===== src/rtl/rv_commit_arbiter_pkg.sv =====
// Shared constants and types for the commit arbiter: per-thread field widths,
// commit source indices and the writeback beat layout.
package rv_commit_arbiter_pkg;

    localparam int unsigned NUM_THREADS = 4;
    localparam int unsigned NW_BITS     = 2;
    localparam int unsigned UUID_BITS   = 44;
    localparam int unsigned NR_BITS     = 5;
    localparam int unsigned XLEN        = 32;

    typedef enum logic [2:0] {
        SRC_ALU   = 3'd0,
        SRC_LSU   = 3'd1,
        SRC_CSR   = 3'd2,
        SRC_FPU   = 3'd3,
        SRC_GPU   = 3'd4,
        SRC_SPARE = 3'd5
    } commit_src_e;

    typedef struct packed {
        logic [UUID_BITS-1:0]        uuid;
        logic [NW_BITS-1:0]          wid;
        logic [NUM_THREADS-1:0]      tmask;
        logic [XLEN-1:0]             pc;
        logic [NUM_THREADS*XLEN-1:0] data;
        logic [NR_BITS-1:0]          rd;
        logic                        eop;
    } wb_beat_t;

    // Width able to hold every thread of every source committing at once.
    function automatic int unsigned commit_size_bits(input int unsigned n_src);
        return $clog2(n_src * NUM_THREADS + 1);
    endfunction

endpackage


===== src/rtl/rv_commit_arbiter_rr.sv =====
// Round-robin arbiter: one-hot grant searched from the pointer upward with
// wrap-around; the pointer moves past the winner only when en_i allows a grant.
module rv_commit_arbiter_rr #(
    parameter int unsigned NUM_REQS = 6
) (
    input  logic                clk_i,
    input  logic                rst_ni,
    input  logic [NUM_REQS-1:0] req_i,
    input  logic                en_i,
    output logic [NUM_REQS-1:0] grant_o
);

    localparam int unsigned IDX_W = (NUM_REQS > 1) ? $clog2(NUM_REQS) : 1;

    logic [IDX_W-1:0] ptr_q;
    logic [IDX_W-1:0] ptr_d;
    logic [IDX_W-1:0] hi_sel_s;
    logic [IDX_W-1:0] lo_sel_s;
    logic [IDX_W-1:0] sel_s;
    logic             hi_found_s;
    logic             lo_found_s;

    // Winner search: first request at or above the pointer, else first overall.
    always_comb begin
        hi_found_s = 1'b0;
        lo_found_s = 1'b0;
        hi_sel_s   = '0;
        lo_sel_s   = '0;
        for (int i = 0; i < NUM_REQS; i++) begin
            if (!hi_found_s && req_i[i] && (IDX_W'(i) >= ptr_q)) begin
                hi_found_s = 1'b1;
                hi_sel_s   = IDX_W'(i);
            end else begin
                hi_found_s = hi_found_s;
            end
            if (!lo_found_s && req_i[i]) begin
                lo_found_s = 1'b1;
                lo_sel_s   = IDX_W'(i);
            end else begin
                lo_found_s = lo_found_s;
            end
        end
        sel_s = hi_found_s ? hi_sel_s : lo_sel_s;
        for (int i = 0; i < NUM_REQS; i++) begin
            grant_o[i] = lo_found_s && (sel_s == IDX_W'(i));
        end
    end

    // Pointer next state: one past the winner, wrapping at the last index.
    always_comb begin
        ptr_d = ptr_q;
        if (en_i && lo_found_s) begin
            ptr_d = (sel_s == IDX_W'(NUM_REQS - 1)) ? '0 : sel_s + IDX_W'(1);
        end else begin
            ptr_d = ptr_q;
        end
    end

    // Pointer register.
    always_ff @(posedge clk_i or negedge rst_ni) begin
        if (!rst_ni) begin
            ptr_q <= '0;
        end else begin
            ptr_q <= ptr_d;
        end
    end

endmodule


===== src/rtl/rv_commit_arbiter.sv =====
// Commit arbiter: merges per-unit commits into one registered writeback beat
// and reports the number of committed threads to the CSR block each cycle.
module rv_commit_arbiter
    import rv_commit_arbiter_pkg::*;
#(
    parameter int unsigned NUM_SRC = 6,
    parameter int unsigned CORE_ID = 0
) (
    input  logic                              clk_i,
    input  logic                              rst_ni,
    input  logic [NUM_SRC-1:0]                src_valid_i,
    output logic [NUM_SRC-1:0]                src_ready_o,
    input  logic [NUM_SRC*UUID_BITS-1:0]      src_uuid_i,
    input  logic [NUM_SRC*NW_BITS-1:0]        src_wid_i,
    input  logic [NUM_SRC*NUM_THREADS-1:0]    src_tmask_i,
    input  logic [NUM_SRC*XLEN-1:0]           src_pc_i,
    input  logic [NUM_SRC*NUM_THREADS*XLEN-1:0] src_data_i,
    input  logic [NUM_SRC*NR_BITS-1:0]        src_rd_i,
    input  logic [NUM_SRC-1:0]                src_wb_i,
    input  logic [NUM_SRC-1:0]                src_eop_i,
    output logic                              wb_valid_o,
    output logic [UUID_BITS-1:0]              wb_uuid_o,
    output logic [NW_BITS-1:0]                wb_wid_o,
    output logic [NUM_THREADS-1:0]            wb_tmask_o,
    output logic [XLEN-1:0]                   wb_pc_o,
    output logic [NUM_THREADS*XLEN-1:0]       wb_data_o,
    output logic [NR_BITS-1:0]                wb_rd_o,
    output logic                              wb_eop_o,
    input  logic                              wb_ready_i,
    output logic                              cmt_to_csr_if_valid_o,
    output logic [commit_size_bits(NUM_SRC)-1:0] cmt_to_csr_if_commit_size_o
);

    localparam int unsigned CMT_W = commit_size_bits(NUM_SRC);
    localparam int unsigned DW    = NUM_THREADS * XLEN;

    logic [NUM_SRC-1:0] wb_req_s;
    logic [NUM_SRC-1:0] arb_grant_s;
    logic [NUM_SRC-1:0] grant_s;
    logic [NUM_SRC-1:0] ready_s;
    logic [NUM_SRC-1:0] fire_s;
    logic               stage_free_s;
    wb_beat_t           beat_s;
    wb_beat_t           stage_d;
    wb_beat_t           stage_q;
    logic               wb_valid_d;
    logic               wb_valid_q;
    logic               cmt_valid_d;
    logic               cmt_valid_q;
    logic [CMT_W-1:0]   cmt_size_d;
    logic [CMT_W-1:0]   cmt_size_q;

    rv_commit_arbiter_rr #(
        .NUM_REQS (NUM_SRC)
    ) u_rr (
        .clk_i   (clk_i),
        .rst_ni  (rst_ni),
        .req_i   (wb_req_s),
        .en_i    (stage_free_s),
        .grant_o (arb_grant_s)
    );

    // Handshake: no-writeback sources pass freely, writeback sources need a grant;
    // nothing is accepted while reset is held.
    always_comb begin
        wb_req_s     = src_valid_i & src_wb_i;
        stage_free_s = ~wb_valid_q | wb_ready_i;
        grant_s      = arb_grant_s & {NUM_SRC{stage_free_s}};
        ready_s      = rst_ni ? ((src_valid_i & ~src_wb_i) | grant_s) : '0;
        fire_s       = src_valid_i & ready_s;
    end

    // One-hot AND-OR mux of the granted source into a writeback beat.
    always_comb begin
        beat_s = '0;
        for (int i = 0; i < NUM_SRC; i++) begin
            beat_s.uuid  = beat_s.uuid  | (src_uuid_i[i*UUID_BITS +: UUID_BITS]       & {UUID_BITS{grant_s[i]}});
            beat_s.wid   = beat_s.wid   | (src_wid_i[i*NW_BITS +: NW_BITS]            & {NW_BITS{grant_s[i]}});
            beat_s.tmask = beat_s.tmask | (src_tmask_i[i*NUM_THREADS +: NUM_THREADS]  & {NUM_THREADS{grant_s[i]}});
            beat_s.pc    = beat_s.pc    | (src_pc_i[i*XLEN +: XLEN]                   & {XLEN{grant_s[i]}});
            beat_s.data  = beat_s.data  | (src_data_i[i*DW +: DW]                     & {DW{grant_s[i]}});
            beat_s.rd    = beat_s.rd    | (src_rd_i[i*NR_BITS +: NR_BITS]             & {NR_BITS{grant_s[i]}});
            beat_s.eop   = beat_s.eop   | (src_eop_i[i] & grant_s[i]);
        end
    end

    // Output stage: load on grant (also when draining), otherwise drop valid on drain.
    always_comb begin
        stage_d    = stage_q;
        wb_valid_d = wb_valid_q;
        if (|grant_s) begin
            stage_d    = beat_s;
            wb_valid_d = 1'b1;
        end else if (wb_ready_i) begin
            wb_valid_d = 1'b0;
        end else begin
            wb_valid_d = wb_valid_q;
        end
    end

    // Thread count of every firing source, writeback or not.
    always_comb begin
        cmt_valid_d = |fire_s;
        cmt_size_d  = '0;
        for (int i = 0; i < NUM_SRC; i++) begin
            for (int t = 0; t < NUM_THREADS; t++) begin
                cmt_size_d = cmt_size_d + CMT_W'(fire_s[i] & src_tmask_i[i*NUM_THREADS + t]);
            end
        end
    end

    // Writeback and commit-count registers.
    always_ff @(posedge clk_i or negedge rst_ni) begin
        if (!rst_ni) begin
            stage_q     <= '0;
            wb_valid_q  <= 1'b0;
            cmt_valid_q <= 1'b0;
            cmt_size_q  <= '0;
        end else begin
            stage_q     <= stage_d;
            wb_valid_q  <= wb_valid_d;
            cmt_valid_q <= cmt_valid_d;
            cmt_size_q  <= cmt_size_d;
        end
    end

    assign src_ready_o                 = ready_s;
    assign wb_valid_o                  = wb_valid_q;
    assign wb_uuid_o                   = stage_q.uuid;
    assign wb_wid_o                    = stage_q.wid;
    assign wb_tmask_o                  = stage_q.tmask;
    assign wb_pc_o                     = stage_q.pc;
    assign wb_data_o                   = stage_q.data;
    assign wb_rd_o                     = stage_q.rd;
    assign wb_eop_o                    = stage_q.eop;
    assign cmt_to_csr_if_valid_o       = cmt_valid_q;
    assign cmt_to_csr_if_commit_size_o = cmt_size_q;

endmodule


===== config.mk =====
export PLATFORM = sky130hd
export DESIGN_NAME = rv_commit_arbiter
export DESIGN_NICKNAME = d
export VERILOG_FILES = /design/src/rtl/rv_commit_arbiter_pkg.sv /design/src/rtl/rv_commit_arbiter_rr.sv /design/src/rtl/rv_commit_arbiter.sv
export SDC_FILE = /design/constraint.sdc
export NUM_CORES = 1
export LEC_CHECK = 0
export BUFFER_PORTS_ARGS = -buffer_cell sky130_fd_sc_hd__buf_2
export CORE_AREA = 5 5 604 606
export CTS_BUF_LIST = sky130_fd_sc_hd__clkbuf_16
export DETAILED_ROUTE_END_ITERATION = 7
export DIE_AREA = 0 0 609 611
export SLEW_MARGIN = 20
export SYNTH_ARGS = -nofsm -noshare
export SYNTH_HDL_FRONTEND = slang
export SYNTH_SLANG_ARGS = --single-unit

===== constraint.sdc =====
create_clock -name clk_i -period 13.16 [get_ports clk_i]
set_clock_uncertainty 0.05 [all_clocks]
set_input_delay 0.658 -clock clk_i [delete_from_list [all_inputs] [get_ports clk_i]]
set_output_delay 0.658 -clock clk_i [all_outputs]
set_load 0.005 [all_outputs]

[Yosys cells after proc, flatten, opt, wreduce, memory -nomap -nowiden]
Index checks and enable logic that the tools add are counted.
Widths: inputs -> output; s select.
Operators by class
  reduce and logical (&&, ||, !) cells: 37
  add/subtract/negate cells: 24
  $lt $le $gt $ge: 6
  muxes and demuxes: 27
  eq/ne operators: 5
  bitwise gates (word level): 109
Operator list (count)
  $and 128x128->128: 6
  $or 128x128->128: 5
  $and 44x44->44: 6
  $or 44x44->44: 5
  $and 32x32->32: 6
  $or 32x32->32: 5
  $add 5x1->5: 19
  $and 1x1->1: 30
  $and 5x5->5: 6
  $or 5x5->5: 5
  $and 4x4->4: 6
  $and 6x6->6: 4
  $mux 3: 8
  $logic_and 1x1->1: 23
  $or 4x4->4: 5
  $mux 1: 16
  $and 2x2->2: 6
  $reduce_or 6->1: 2
  $logic_not 1->1: 10
  $or 2x2->2: 5
  $eq 3x2->1 const B: 2
  $eq 3x3->1 const B: 2
  $ge 1x3->1 const A: 2
  $ge 2x3->1 const A: 2
  15 further kinds: 22
Storage, ports and cells
  register bits after elaboration: 226
  word-level logic and storage cells: 219

[Depth between registers and ports, before layout]
  depth after elaboration: 54
  gate-level depth with buffers: 24

[Cells and area by module]
From an unflattened synthesis, not the netlist that was laid out.
Second synthesis, totals
  cell total of the unflattened synthesis: 1674
  area, all modules: 15347.2 µm²
Modules (own cells, without submodules)
  rv_commit_arbiter: area an instance 14928.1 µm², times used 1, cells each 1620
  rv_commit_arbiter_rr: area an instance 419.2 µm², times used 1, cells each 54

[Worst setup path before layout]
OpenSTA, ideal clock, no wires.
  kind: input port to flip-flop
  start: input src_wb_i[5]
  end: register cmt_size_q[4], in the netlist cmt_to_csr_if_commit_size_o[4]
  required time: 13.044 ns
  arrival time: 5.900 ns
  cell stages on the path: 23
  path buffers: 2
  slack: 7.144 ns
  cells stage by stage: and2_4 -> a221o_1 -> a22oi_2 -> o31ai_2 -> nor3_1 -> buf_6 -> clkbuf_1 -> o21a_1 -> nand2_1 -> fa_1 -> fa_1 -> inv_1 -> fa_1 -> inv_1 -> fa_1 -> inv_1 -> fa_1 -> ha_1 -> inv_1 -> fa_1 -> nor2b_1 -> o21ai_0 -> nand2b_1
Between the ends
  elaborated cells on any way between the ends: 74
  classes of those cells: add/sub (23); eq/ne (5); mux (6); bitwise (30); reduce/logical (10)
RTL lines
  from (decl): RTL line rv_commit_arbiter.sv:19  | input logic [NUM_SRC-1:0] src_wb_i,
  $and 6x6->6 *: RTL line rv_commit_arbiter.sv:66  | wb_req_s = src_valid_i & src_wb_i;
  $logic_and 1x1->1 (2 in a row): RTL line rv_commit_arbiter_rr.sv:30  | if (!hi_found_s && req_i[i] && (IDX_W'(i) >= ptr_q)) begin
  $mux 3 or $mux 1 (tied branches): RTL line rv_commit_arbiter_rr.sv:30
  $mux 3: RTL line rv_commit_arbiter_rr.sv:43  | sel_s = hi_found_s ? hi_sel_s : lo_sel_s;
  $eq 3x2->1: RTL line rv_commit_arbiter_rr.sv:45  | grant_o[i] = lo_found_s && (sel_s == IDX_W'(i));
  $logic_and 1x1->1 *: RTL line rv_commit_arbiter_rr.sv:45
  $and 6x6->6 *: RTL line rv_commit_arbiter.sv:68  | grant_s = arb_grant_s & {NUM_SRC{stage_free_s}};
  $or 6x6->6 *: RTL line rv_commit_arbiter.sv:69  | ready_s = rst_ni ? ((src_valid_i & ~src_wb_i) | grant_s) : '0;
  $mux 6 *: RTL line rv_commit_arbiter.sv:69
  via src_ready_o[2]: RTL line rv_commit_arbiter.sv:12  | output logic [NUM_SRC-1:0] src_ready_o,
  $and 6x6->6 *: RTL line rv_commit_arbiter.sv:70  | fire_s = src_valid_i & ready_s;
  $and 1x1->1: RTL line rv_commit_arbiter.sv:107  | cmt_size_d = cmt_size_d + CMT_W'(fire_s[i] & src_tmask_i[i*NUM_THREADS + t]);
  $add 5x1->5 (3 in a row): RTL line rv_commit_arbiter.sv:107
  $add 5x1->5 * (13 in a row): RTL line rv_commit_arbiter.sv:107
  via cmt_size_d[4]: RTL line rv_commit_arbiter.sv:50  | logic [CMT_W-1:0] cmt_size_d;
  to (signal assigned): RTL line rv_commit_arbiter.sv:123  | cmt_size_q <= cmt_size_d;
  to (decl): RTL line rv_commit_arbiter.sv:51  | logic [CMT_W-1:0] cmt_size_q;
Mark *: on every way through the listed nets, which the timed path passes. The rest lies on a longest branch.
A chain may end at the register's enable or synchronous reset.

[Worst setup path after layout]
  start: register wb_valid_q, in the netlist wb_valid_o
  end: register cmt_size_q[4], in the netlist cmt_to_csr_if_commit_size_o[4]
Between the ends
  longest elaborated chain between the ends: 30
  elaborated cells on any way between the ends: 53
  classes of those cells: add/sub (23); mux (1); bitwise (29)
RTL lines
  from (decl): RTL line rv_commit_arbiter.sv:47  | logic wb_valid_q;
  from (signal assigned): RTL line rv_commit_arbiter.sv:121  | wb_valid_q <= wb_valid_d;
  $not 1->1 *: RTL line rv_commit_arbiter.sv:67  | stage_free_s = ~wb_valid_q | wb_ready_i;
  $or 1x1->1 *: RTL line rv_commit_arbiter.sv:67
  $and 6x6->6 *: RTL line rv_commit_arbiter.sv:68
  $or 6x6->6 *: RTL line rv_commit_arbiter.sv:69
  $mux 6 *: RTL line rv_commit_arbiter.sv:69
  $and 6x6->6 *: RTL line rv_commit_arbiter.sv:70
  $and 1x1->1: RTL line rv_commit_arbiter.sv:107
  $add 1x1->2: RTL line rv_commit_arbiter.sv:107
  $add 2x1->3: RTL line rv_commit_arbiter.sv:107
  $add 3x1->4: RTL line rv_commit_arbiter.sv:107
  $add 4x1->5: RTL line rv_commit_arbiter.sv:107
  $add 5x1->5 (18 in a row): RTL line rv_commit_arbiter.sv:107
  $add 5x1->5 *: RTL line rv_commit_arbiter.sv:107
  via cmt_size_d[4]: RTL line rv_commit_arbiter.sv:50
Marked as above.

==> reports/metrics.csv <==
stage,metric,value,unit
clocking,cts_tree,built,
min_path,hold_start,src_data_i[451],
place,dpl.hpwl,273000,um
cells_and_area,layout.nets,5124,
critical_path,r2r-start,wb_valid_o,
route,initialDrtViolationCount,2131,
power,power.share.combinational,62.2,%
global_routing,antenna_found_initial,345,
timing,fin_crit,6670,ps
timing,setup_ws,6490,ps
clocking,postCtsSetupBuffers,0,
die,rows,220,
synthesis,synth_seq_cells,226,
route,vias_per_cell,3.08,
cells_and_area,syn2layout_area_growth,83.1,%
synthesis,synth_nets,3639,
power,p_int,0.00282,W
timing,max_freq,150,MHz
global_routing,grt_overflow,0,
die,core_area,358000,um^2
clocking,clock-sinks,226,
critical_path,cp_slowest_cell,o32ai_1,
clocking,cts_inserted_buffers,42,
timing,grt_setup_unrepaired,no,
place,pre_cts_slack,6140,ps
critical_path,endpoint,cmt_to_csr_if_commit_size_o[4],
clocking,cts_max_path_buffers,3,
die,die_h,611,um
synthesis,synth_ff_type,dfrtp_1,
clocking,hold_buffers,1,
place,gp_congestion,0.942,
die,die_w,609,um
cells_and_area,mostFrequentLayoutCells,"buf_2 (1538), nand2_1 (681), dfrtp_1 (226), a21oi_1 (218), a2111o_1 (216)",
synthesis,async_reset_ff_share,100,%
timing,hold_viol_final,0,
die,start_util,5.10,%
power,peakVddDrop,0.122,mV
clocking,htreeDepth,2,
synthesis,synthCells,2304,
run,cap_violations,0,
route,wire_per_inst,34.5,um
synthesis,synth_cell_types,51,
critical_path,arrival,7210,ps
critical_path,reg2reg_slack,6490,ps
timing,slew_viol_final,0,
power,swShare,55.8,%
critical_path,endpoint_kind,flop,
power,seqPwrFrac,19.8,%
clocking,clk_latency,690,ps
clocking,cts_resized,0,
run_status,outcome,finished clean,
min_path,hp-class,in2reg,
critical_path,cp.required,13700,ps
synthesis,synth.cell_area,18300,um^2
timing,setup_viol,0,
timing,period_share,50.7,%
route,dr.pass1.iters,5,
die,die_area,372000,um^2
place,io_buffers,1539,
clocking,root_buffer,clkbuf_16,
cells_and_area,seq_area,5660,um^2
die,ios,1540,
critical_path,cp_common_cell,fa_1,
synthesis,avgSynthCellArea,7.94,um^2
synthesis,synth_edf_count,0,
cells_and_area,final_common_cell,buf_2,
critical_path,crit_fanout,46,
global_routing,grt_pass1_wl,354000,um
route,ant_nets,0,
route,wirelength,300000,um
critical_path,rr_endpoint,cmt_to_csr_if_commit_size_o[4],
power,power.density,191,nW/um^2
global_routing,track_usage,15.4,%
global_routing,grt_max_degree,75,
timing,worstMarginPinSlew,1390,ps
cells_and_area,nFillCells,42200,
critical_path,worst_r2r_path_depth,19,
critical_path,critPathLaunch,wb_valid_o,
timing,maxSlewHeadroom,6.52,%
cells_and_area,drive_above_1_share,45.2,%
power,pwr-share-clk,18.1,%
synthesis,synth_warnings,0,
critical_path,critical_path.cell_chain,nand2b_1 > buf_4 > o31a_1 > nand3_4 > o32ai_1 > and2_1 > nand2_1 > fa_1 > fa_1 > fa_1 > fa_1 > inv_1 > fa_1 > ha_1 > inv_1 > fa_1 > nor2b_1 > o21ai_0 > nand2b_1,
synthesis,yosysSeqAreaShare,30.9,%
timing,tns,0,ps
critical_path,crit_type,reg2reg,
route,num_vias,26800,
clocking,clk_pin_slew,80,ps
cells_and_area,multi_input_area,11800,um^2
critical_path,slowest_delay,870,ps
power,power,0.00638,W
critical_path,cp-start-kind,flop,
cells_and_area,final_util,9.35,%
global_routing,grt_pass1_vias,25200,
route,drc,0,
power,p_leak,15.5,nW
power,p_sw,0.00356,W
flip-flops by register name (all words and copies together), names as in the netlist:
signal,flops
wb_data_o,128
wb_uuid_o,44
wb_pc_o,32
cmt_to_csr_if_commit_size_o,5
wb_rd_o,5
wb_tmask_o,4
u_rr.ptr_q,3
wb_wid_o,2
cmt_to_csr_if_valid_o,1
wb_eop_o,1
wb_valid_o,1
per-layer routing:
metal | up-vias | GRT usage, % | wire [um]
met2 | 1872 | 28.9 | 157000
met3 | 702 | 7.73 | 35900
met4 | 162 | 3.51 | 9980
met5 | - | 0 | 1100
li1 | 11300 | - | -
met1 | 12800 | 14.9 | 97000
worst min-delay path by stage:
stage / end / slack (ps) / cells past startpoint
3_3_place_gp: wb_data_o[87] / 420 / 1
5_1_grt: wb_wid_o[0] / 150 / 3
6_report: wb_data_o[67] / 190 / 4
3_5_place_dp: wb_data_o[85] / 430 / 1
4_1_cts: wb_data_o[68] / 100 / 4
2_1_floorplan: cmt_to_csr_if_commit_size_o[0] / 310 / 0
cell families (layout without fill, tap and decap cells):
logic type | count (synthesis) | count (layout) | synth area share [%]
other cells | 0 | 107 | 0
flops | 226 | 226 | 30.9
fa+ha+maj | 24 | 24 | 2.34
simple gates | 925 | 925 | 22.3
mux | 216 | 216 | 11.8
xor+xnor | 2 | 2 | 0.0958
buf+inv | 221 | 1736 | 5.56
compound gates | 690 | 690 | 27.0
synthesized netlist by cell type, types with 2 or more instances:
| library cell | count | share of area, % |
|---|---|---|
| and2_1 | 104 | 3.6 |
| fa_1 | 17 | 1.9 |
| a21oi_1 | 221 | 6.0 |
| buf_2 | 72 | 2.0 |
| clkbuf_1 | 96 | 2.0 |
| o21a_1 | 2 | 0.082 |
| xnor2_1 | 2 | 0.096 |
| a21o_1 | 2 | 0.082 |
| o32ai_1 | 3 | 0.14 |
| and3_1 | 3 | 0.10 |
| nor2b_1 | 2 | 0.068 |
| buf_6 | 12 | 0.74 |
| and2_0 | 119 | 4.1 |
| o21ai_0 | 219 | 6.0 |
| o311ai_0 | 2 | 0.096 |
| mux2i_1 | 216 | 12 |
| a22oi_1 | 2 | 0.082 |
| inv_1 | 28 | 0.57 |
| o31a_1 | 2 | 0.096 |
| o21ai_1 | 2 | 0.055 |
| nand2_1 | 681 | 14 |
| ha_1 | 7 | 0.48 |
| nand3_1 | 2 | 0.055 |
| buf_1 | 11 | 0.23 |
| nor2_1 | 4 | 0.082 |
| nor3_1 | 2 | 0.055 |
| buf_4 | 2 | 0.082 |
| dfrtp_1 | 226 | 31 |
| a2111o_1 | 216 | 13 |
| nand2b_1 | 4 | 0.14 |
| o31ai_1 | 3 | 0.12 |
metrics by stage:
stage | hold slack (ps) | cells | cell area, um^2
3_3_place_gp | 421 | 8517 | 31900
5_1_grt | 155 | 8648 | 33400
3_5_place_dp | 427 | 8517 | 31900
6_report | 192 | 8699 | 33500
4_1_cts | 96.0 | 8592 | 33200
2_1_floorplan | 312 | 2304 | 18300
area by class of cell:
class	count	area share (%)
Timing Repair Buffer	1634	25.2
Clock inverter	31	0.639
Clock buffer	43	3.21
Antenna cell	107	0.799
Inverter	28	0.314
Multi-Input combinational cell	1857	35.2
Sequential cell	226	16.9
Tap cell	4773	17.8
critical path, delay by kind of cell, from the launching register on:
kind,cells,cell delay (ps)
flip-flops,1,370
adder cells (fa/ha/maj),7,3070
AO/OA/AOI/OAI,3,1440
buffers and inverters,3,380
AND/OR/NAND/NOR,6,1190
power by group through the flow:
stage	Sequential (W)	Combinational [W]	Clock, W
3_5_place_dp	0.00127	0.00423	0
3_3_place_gp	0.00126	0.00421	0
5_1_grt	0.00130	0.00436	0.00123
6_report	0.00126	0.00397	0.00115
2_1_floorplan	0.00126	0.00148	0
4_1_cts	0.00126	0.00424	0.00122
No activity file was read; power rests on OpenSTA's default activity.
